**src/rtl/fir_pkg.sv**
```systemverilog
// Shared constants and the sequencer state type for the FIR control slice.
package fir_pkg;

    localparam int DATA_W  = 16;
    localparam int COEF_W  = 17;
    localparam int TAPS    = 16;
    localparam int TIMEOUT = 15;

    localparam int ADDR_W  = $clog2(TAPS);
    localparam int CNT_W   = $clog2(TIMEOUT + 1);

    localparam int unsigned TAPS_U = TAPS;

    typedef enum logic [1:0] {
        IDLE,
        LAUNCH,
        WAIT,
        HOLD
    } state_t;

endpackage

```
**src/rtl/fir_coef_bank.sv**
```systemverilog
// Double-buffered coefficient store: the host writes the shadow bank, and a copy strobe
// moves the whole shadow bank into the active bank that drives the FIR.
module fir_coef_bank
    import fir_pkg::*;
(
    input  logic                     clk,
    input  logic                     rst_n,
    input  logic                     wr_en,
    input  logic [ADDR_W-1:0]        wr_addr,
    input  logic [COEF_W-1:0]        wr_data,
    input  logic                     copy_en,
    output logic [TAPS*COEF_W-1:0]   coeff_flat
);

    logic [COEF_W-1:0] shadow_q [TAPS];
    logic [COEF_W-1:0] shadow_d [TAPS];
    logic [COEF_W-1:0] active_q [TAPS];
    logic [COEF_W-1:0] active_d [TAPS];
    logic              wr_hit;

    // Next bank contents; the copy reads the already-updated shadow so a same-edge write is forwarded.
    always_comb begin
        wr_hit   = wr_en && (32'(wr_addr) < TAPS_U);
        shadow_d = shadow_q;
        active_d = active_q;
        if (wr_hit) begin
            shadow_d[wr_addr] = wr_data;
        end
        if (copy_en) begin
            active_d = shadow_d;
        end
    end

    // Bank registers, cleared by the synchronous reset.
    always_ff @(posedge clk) begin
        if (!rst_n) begin
            shadow_q <= '{default: '0};
            active_q <= '{default: '0};
        end else begin
            shadow_q <= shadow_d;
            active_q <= active_d;
        end
    end

    // Flatten the active bank, coefficient k in slice k.
    always_comb begin
        coeff_flat = '0;
        for (int k = 0; k < TAPS; k++) begin
            coeff_flat[k*COEF_W +: COEF_W] = active_q[k];
        end
    end

endmodule

```
**src/rtl/fir_seq_ctrl.sv**
```systemverilog
// Sequencer for the 16-tap FIR datapath: one fir_run per accepted sample, a one-entry
// result register with valid/ready, a busy-timeout guard, and coefficient bank swapping
// restricted to the gaps between samples.
module fir_seq_ctrl
    import fir_pkg::*;
(
    input  logic                     clk,
    input  logic                     rst_n,
    input  logic                     s_valid,
    output logic                     s_ready,
    input  logic [DATA_W-1:0]        s_data,
    output logic                     m_valid,
    input  logic                     m_ready,
    output logic [DATA_W-1:0]        m_data,
    input  logic                     coef_wr_en,
    input  logic [ADDR_W-1:0]        coef_wr_addr,
    input  logic [COEF_W-1:0]        coef_wr_data,
    input  logic                     coef_commit,
    output logic                     commit_pend,
    output logic                     fir_run,
    input  logic                     fir_busy,
    output logic [DATA_W-1:0]        fir_sample,
    input  logic [DATA_W-1:0]        fir_data,
    output logic [TAPS*COEF_W-1:0]   fir_coeff,
    output logic                     err_timeout
);

    localparam logic [CNT_W-1:0] CNT_MAX = '1;
    localparam logic [CNT_W-1:0] CNT_TO  = CNT_W'(TIMEOUT);

    state_t            state_q, state_d;
    logic              m_valid_q, m_valid_d;
    logic [DATA_W-1:0] m_data_q, m_data_d;
    logic [DATA_W-1:0] fir_sample_q, fir_sample_d;
    logic              fir_run_q, fir_run_d;
    logic              commit_pend_q, commit_pend_d;
    logic              err_timeout_q, err_timeout_d;
    logic [CNT_W-1:0]  wait_cnt_q, wait_cnt_d;
    logic [CNT_W-1:0]  wait_cnt_inc;
    logic              accept;
    logic              copy_en;
    logic              out_free;

    // Handshakes, bank-copy decision and next-state logic for the sequencer.
    always_comb begin
        s_ready       = (state_q == IDLE) && !fir_busy;
        accept        = s_ready && s_valid;
        copy_en       = (state_q == IDLE) && !accept && (commit_pend_q || coef_commit);
        out_free      = !m_valid_q || m_ready;
        wait_cnt_inc  = (wait_cnt_q == CNT_MAX) ? wait_cnt_q : wait_cnt_q + CNT_W'(1);

        state_d       = state_q;
        m_valid_d     = m_valid_q && !m_ready;
        m_data_d      = m_data_q;
        fir_sample_d  = fir_sample_q;
        fir_run_d     = 1'b0;
        err_timeout_d = err_timeout_q;
        wait_cnt_d    = wait_cnt_q;
        commit_pend_d = copy_en ? 1'b0 : (commit_pend_q || coef_commit);

        case (state_q)
            IDLE: begin
                if (accept) begin
                    fir_sample_d = s_data;
                    fir_run_d    = 1'b1;
                    state_d      = LAUNCH;
                end
            end
            LAUNCH: begin
                wait_cnt_d = '0;
                state_d    = WAIT;
            end
            WAIT: begin
                if (!fir_busy) begin
                    if (out_free) begin
                        m_data_d  = fir_data;
                        m_valid_d = 1'b1;
                        state_d   = IDLE;
                    end else begin
                        state_d   = HOLD;
                    end
                end else begin
                    wait_cnt_d = wait_cnt_inc;
                    if (wait_cnt_inc == CNT_TO) begin
                        err_timeout_d = 1'b1;
                        state_d       = IDLE;
                    end
                end
            end
            HOLD: begin
                if (out_free) begin
                    m_data_d  = fir_data;
                    m_valid_d = 1'b1;
                    state_d   = IDLE;
                end
            end
            default: begin
                state_d = IDLE;
            end
        endcase
    end

    // State and registered outputs, cleared by the synchronous reset.
    always_ff @(posedge clk) begin
        if (!rst_n) begin
            state_q       <= IDLE;
            m_valid_q     <= 1'b0;
            m_data_q      <= '0;
            fir_sample_q  <= '0;
            fir_run_q     <= 1'b0;
            commit_pend_q <= 1'b0;
            err_timeout_q <= 1'b0;
            wait_cnt_q    <= '0;
        end else begin
            state_q       <= state_d;
            m_valid_q     <= m_valid_d;
            m_data_q      <= m_data_d;
            fir_sample_q  <= fir_sample_d;
            fir_run_q     <= fir_run_d;
            commit_pend_q <= commit_pend_d;
            err_timeout_q <= err_timeout_d;
            wait_cnt_q    <= wait_cnt_d;
        end
    end

    fir_coef_bank u_coef_bank (
        .clk        (clk),
        .rst_n      (rst_n),
        .wr_en      (coef_wr_en),
        .wr_addr    (coef_wr_addr),
        .wr_data    (coef_wr_data),
        .copy_en    (copy_en),
        .coeff_flat (fir_coeff)
    );

    assign m_valid     = m_valid_q;
    assign m_data      = m_data_q;
    assign fir_sample  = fir_sample_q;
    assign fir_run     = fir_run_q;
    assign commit_pend = commit_pend_q;
    assign err_timeout = err_timeout_q;

endmodule
```
**config.mk**
```make
export PLATFORM = sky130hd
export DESIGN_NAME = fir_seq_ctrl
export DESIGN_NICKNAME = d
export VERILOG_FILES = /design/src/rtl/fir_pkg.sv /design/src/rtl/fir_coef_bank.sv /design/src/rtl/fir_seq_ctrl.sv
export SDC_FILE = /design/constraint.sdc
export NUM_CORES = 1
export LEC_CHECK = 0
export ABC_AREA = 0
export CORE_MARGIN = 10
export CORE_UTILIZATION = 57
export CTS_CLUSTER_DIAMETER = 50
export DETAILED_ROUTE_END_ITERATION = 12
export PLACE_DENSITY = 0.85
export SETUP_SLACK_MARGIN = 0.5
export SLEW_MARGIN = 20
export SYNTH_ARGS = -nofsm -noshare
export SYNTH_HDL_FRONTEND = slang
export SYNTH_SLANG_ARGS = --single-unit
```
**constraint.sdc**
```tcl
create_clock -name clk -period 3.7 [get_ports clk]
set_input_delay 0.37 -clock clk [delete_from_list [all_inputs] [get_ports clk]]
set_output_delay 0.37 -clock clk [all_outputs]
set_load 0.01 [all_outputs]
```
Word level (Yosys, flattened, before mapping). Cells that the tools add are included.

Bits of input ports: 60. Memory bits (writable): 0. Memories: 0. Output and inout port bits: 309. Bits in latches: 0. Logic and storage cells: 97. ROM bits: 0. Register bits: 586.

Div/mod/pow operators: 0. $mul: 0. Eq/ne operators: 10. $lt $le $gt $ge: 2. Bitwise operators: 2. Muxes and demuxes: 20. Add/subtract/negate cells: 1. Reduce and logical (&&, ||, !) cells: 22. Shift operators: 0.

Operators with widths (count): $bwmux W272 (1); $mux W272 (1); $demux W17 S4 (1); $mux W16 (2); $pmux W16 S2 (1); $mux W17 (1); $mux W2 (5); $eq A4 B4 Y1 const B (2); $mux W4 (2); $ne A2 B2 Y1 const B (4); $pmux W2 S4 (1); $pmux W4 S2 (1); $reduce_and A2 Y1 (4); $logic_and A1 B1 Y1 (6); $reduce_and A3 Y1 (2); $ge A5 B5 Y1 const B (1); $lt A5 B1 Y1 const B (1); $not A4 Y5 (1); $add A4 B1 Y4 const B (1); $eq A2 B2 Y1 const B (2); $logic_not A1 Y1 (4); $reduce_bool A2 Y1 (2); $mux W1 (3); $ne A3 B3 Y1 const B (1); 6 further kinds (7).

Logic depth before layout (Yosys ltp).
Depth in word-level cells: 7. Mapped depth: 7. Gate-level depth less buffers: 4.

Modules after synthesis. From an unflattened synthesis, not the netlist that was laid out.

Cell total of the unflattened synthesis: 2423. Area, all modules: 21853.5 um2.

Modules (own cells, without submodules): fir_coef_bank (cells an instance 2207, seq. area each 10890.4 um2, instances 1, area an instance 20019.2 um2); fir_seq_ctrl (cells an instance 216, seq. area each 840.8 um2, instances 1, area an instance 1834.3 um2).

Worst setup path before layout. Ideal clock, no wire load.

Kind: input -> register. Start: input fir_busy. End: register fir_sample_q[6] (netlist: fir_sample[6]). Cell stages on the path: 6. Required time: 3.568 ns. Buffers on the path: 3. Data arrival time: 1.628 ns. Library setup time: 0.132 ns. Path slack: 1.940 ns. Cells stage by stage: buf_2 or4b_2 clkbuf_1 clkbuf_1 nand2_1 a21oi_1.

Cells in the longest elaborated chain, start to end: 4.

Ends and longest elaborated chain: start: declaration (line fir_seq_ctrl.sv:21) `input logic fir_busy,`; $logic_not A1 Y1; $logic_and A1 B1 Y1 (line fir_seq_ctrl.sv:46) `s_ready = (state_q == IDLE) && !fir_busy;`; $logic_and A1 B1 Y1 (line fir_seq_ctrl.sv:47) `accept = s_ready && s_valid;`; $reduce_and A2 Y1 (no line); end signal: assignment (line fir_seq_ctrl.sv:118) `fir_sample_q <= fir_sample_d;`; end: declaration (line fir_seq_ctrl.sv:34) `logic [DATA_W-1:0] fir_sample_q, fir_sample_d;`.

No other way between the ends. A chain may end at the register's enable or synchronous reset.

Final worst setup path.
Start: register state_q[1]. End: output s_ready.

Cells in the longest elaborated chain, start to end: 2.

Ends and longest elaborated chain: start: declaration (line fir_seq_ctrl.sv:31) `state_t state_q, state_d;`; start signal: assignment (line fir_seq_ctrl.sv:115) `state_q <= state_d;`; $logic_not A2 Y1 (line fir_seq_ctrl.sv:46); $logic_and A1 B1 Y1 (line fir_seq_ctrl.sv:46); end: declaration (line fir_seq_ctrl.sv:10) `output logic s_ready,`.

No other way between the ends.

==> impl_metrics.toml <==
[outcome]
status = "complete, no violations"

[sta]
fin_hold_ws_ps = 308.3
rsz0062_at_grt = "false"
tightestPinTransition_ps = 1340
slew_headroom_pct = 10.69
finalWorstPathRequiredPeriod_ps = 2435
skew_ps = 21.36
finalSetupViolCount = 0
maxSlewViolCount = 0
tns_ps = 0
fin_crit_sh_pct = 65.82
hold_violations = 0
fmax_ghz = 0.4106

[cts]
post-cts-setup-buffers = 0
cts_tree = "yes"
cts_max_level = 2
post_cts_resize_count = 0
cts_max_path_buffers = 3
clk_latency_ps = 630
cts_buffers = 57
cts_hold_buf = 0
cts_root_buf = "clkbuf_16"
clock-sinks = 586
clk_pin_slew_ps = 60

[die]
core_area_sq_um = 38650
start_util_pct = 57.68
dieArea_sq_um = 47420
die_w_microns = 217.8
die_y_microns = 217.8
num_rows = 72
ioPinCount = 369

[cells_and_area]
final_area_sq_um = 27910
drive_gt1_share_pct = 7.061
final_nets = 2708
multi_input_area_sq_um = 9251
seqCellArea_sq_um = 11730
area_growth_pct = 25.18
fill_cells = 2722
final_cell_mix = "dfxtp_1 (586), clkdlybuf4s50_1 (367), a21oi_1 (307), nand2_1 (274), a31oi_1 (273)"
final_common_cell = "dfxtp_1"

[critical_path]
cp.arrival_ps = 2070
path_cells = "buf_4 -> nor3_1 -> clkdlybuf4s50_1"
worst_path_largest_cell_delay_ps = 600
crit_type = "reg -> out"
required_ps = 3330
start_kind = "register"
crit_fanout = 23
cp-end-kind = "output pin"
critical_path.slowest_cell = "clkdlybuf4s50_1"

[grt]
antenna_found_initial = 2
first_global_vias = 20950
grtUsageTotal_pct = 32.62
grt_pass1_wl_microns = 123500
grt_max_degree = 215
grt_remaining_overflow = 0

[routing]
viasPerCell = 6.928
dr.pass1.iters = 6
via_count = 22240
drc = 0
wl_per_cell_microns = 25.78
ant_nets = 0
wirelength_microns = 82760
drt_iter0_markers = 2936

[pwr]
power_uw = 15070
ir_worst_vdd_v = 0.0003976
leakage_uw = 0.009029
p_per_area_nw_per_um2 = 539.9

[logic_synthesis]
synth_edf_count = 0
ys_seq_area_share_pct = 52.62
synth-seq-cells = 586
avgSynthCellArea_sq_um = 8.960
yosysWarnings = 0
synthArstFlopShare_pct = 0
post_synth_inst_count = 2488
syn_area_sq_um = 22290
synth_ff_type = "dfxtp_1"
synth_cell_types = 52
syn-num-nets = 2549

[job]
max-cap-violations = 0

[placement]
place_congestion = 0.8388
dp_hpwl_microns = 49860
io_buffers = 368
placed_cell_area_sq_um = 26000

[hold_path]
hp-class = "in -> reg"
kinds of logic after synthesis:
logic type	share of synthesized area (%)
AOI/OAI and AO/OA	32.31
buffers and inverters	6.247
xor gates and xnor gates	0.03930
and+or+nand+nor	8.728
DFF	52.62
adders and majority gates	0.05612
synth_stat cells (6+ instances only):
| cell | count | area share, % |
|---|---|---|
| nand2_1 | 275 | 4.6 |
| o31ai_1 | 17 | 0.57 |
| nor2b_1 | 20 | 0.56 |
| nand3_1 | 23 | 0.52 |
| a31oi_1 | 273 | 7.7 |
| o21ai_0 | 264 | 5.9 |
| a311oi_1 | 272 | 11 |
| buf_2 | 60 | 1.3 |
| dfxtp_1 | 586 | 53 |
| and2_1 | 14 | 0.39 |
| nand2b_1 | 7 | 0.20 |
| a21oi_1 | 307 | 6.9 |
| buf_1 | 10 | 0.17 |
| nand2_2 | 6 | 0.17 |
| clkbuf_1 | 251 | 4.2 |
| o21ai_1 | 9 | 0.20 |
| nand4_1 | 26 | 0.73 |
| buf_4 | 6 | 0.20 |
stage by stage:
step | setup slack (ps) | util [%] | cells
2_1_floorplan | 1940 | - | 2488
6_report | 1265 | 72.21 | 3210
3_3_place_gp | 1062 | 67.26 | 3106
5_1_grt | 1222 | 72.21 | 3210
3_5_place_dp | 976.3 | 67.27 | 3106
4_1_cts | 1253 | 72.20 | 3209
state kept, by name (all words and copies together), names as in the netlist:
register	count
wait_cnt_q	4
err_timeout	1
u_coef_bank.coeff_flat	272
m_data	16
state_q	2
fir_sample	16
m_valid	1
commit_pend	1
u_coef_bank.shadow_q	272
fir_run	1
final cells by class:
| cell class | instances | share of cell area [%] |
|---|---|---|
| clock buffer | 83 | 6.080 |
| timing repair buffer | 432 | 15.58 |
| tap | 518 | 2.323 |
| sequential | 586 | 42.04 |
| antenna | 1 | 0.008967 |
| multi-input combinational | 1567 | 33.15 |
| clock inverter | 20 | 0.7533 |
| inverter | 3 | 0.06726 |
worst paths after layout:
| check | start | cells after the start | endpoint | slack (ps) |
|---|---|---|---|---|
| max reg2reg | state_q[0]$_SDFFE_PN0P_ | 4 | u_coef_bank.coeff_flat[210]$_SDFFE_PN0P_ | 1510 |
| max | state_q[1]$_SDFFE_PN0P_ | 3 | s_ready | 1260 |
| min | s_data[6] | 3 | fir_sample[6]$_SDFFE_PN0P_ | 310 |
| min reg2reg | fir_sample[11]$_SDFFE_PN0P_ | 2 | fir_sample[11]$_SDFFE_PN0P_ | 450 |
per-layer routing:
layer / GRT usage (%) / vias up / wire length [microns]
li1: - / 9740 / -
met1: 40.10 / 10690 / 29770
met2: 50.02 / 1514 / 37810
met3: 8.904 / 291 / 9897
met4: 20.53 / 2 / 5269
met5: 0 / - / 12
critical path: cells and delay by family, from the launching register on:
| family | cells | cell delay (ps) |
|---|---|---|
| flops | 1 | 390 |
| simple gates | 1 | 210 |
| buf+inv | 2 | 850 |
power by group:
group	internal [uW]	switching (uW)	leakage, uW	total (uW)
logic	947	1310	0.00330	2260
registers	6640	245	0.00478	6890
clock network	3450	2470	0.000950	5920
(Power assumes the default switching activity.)
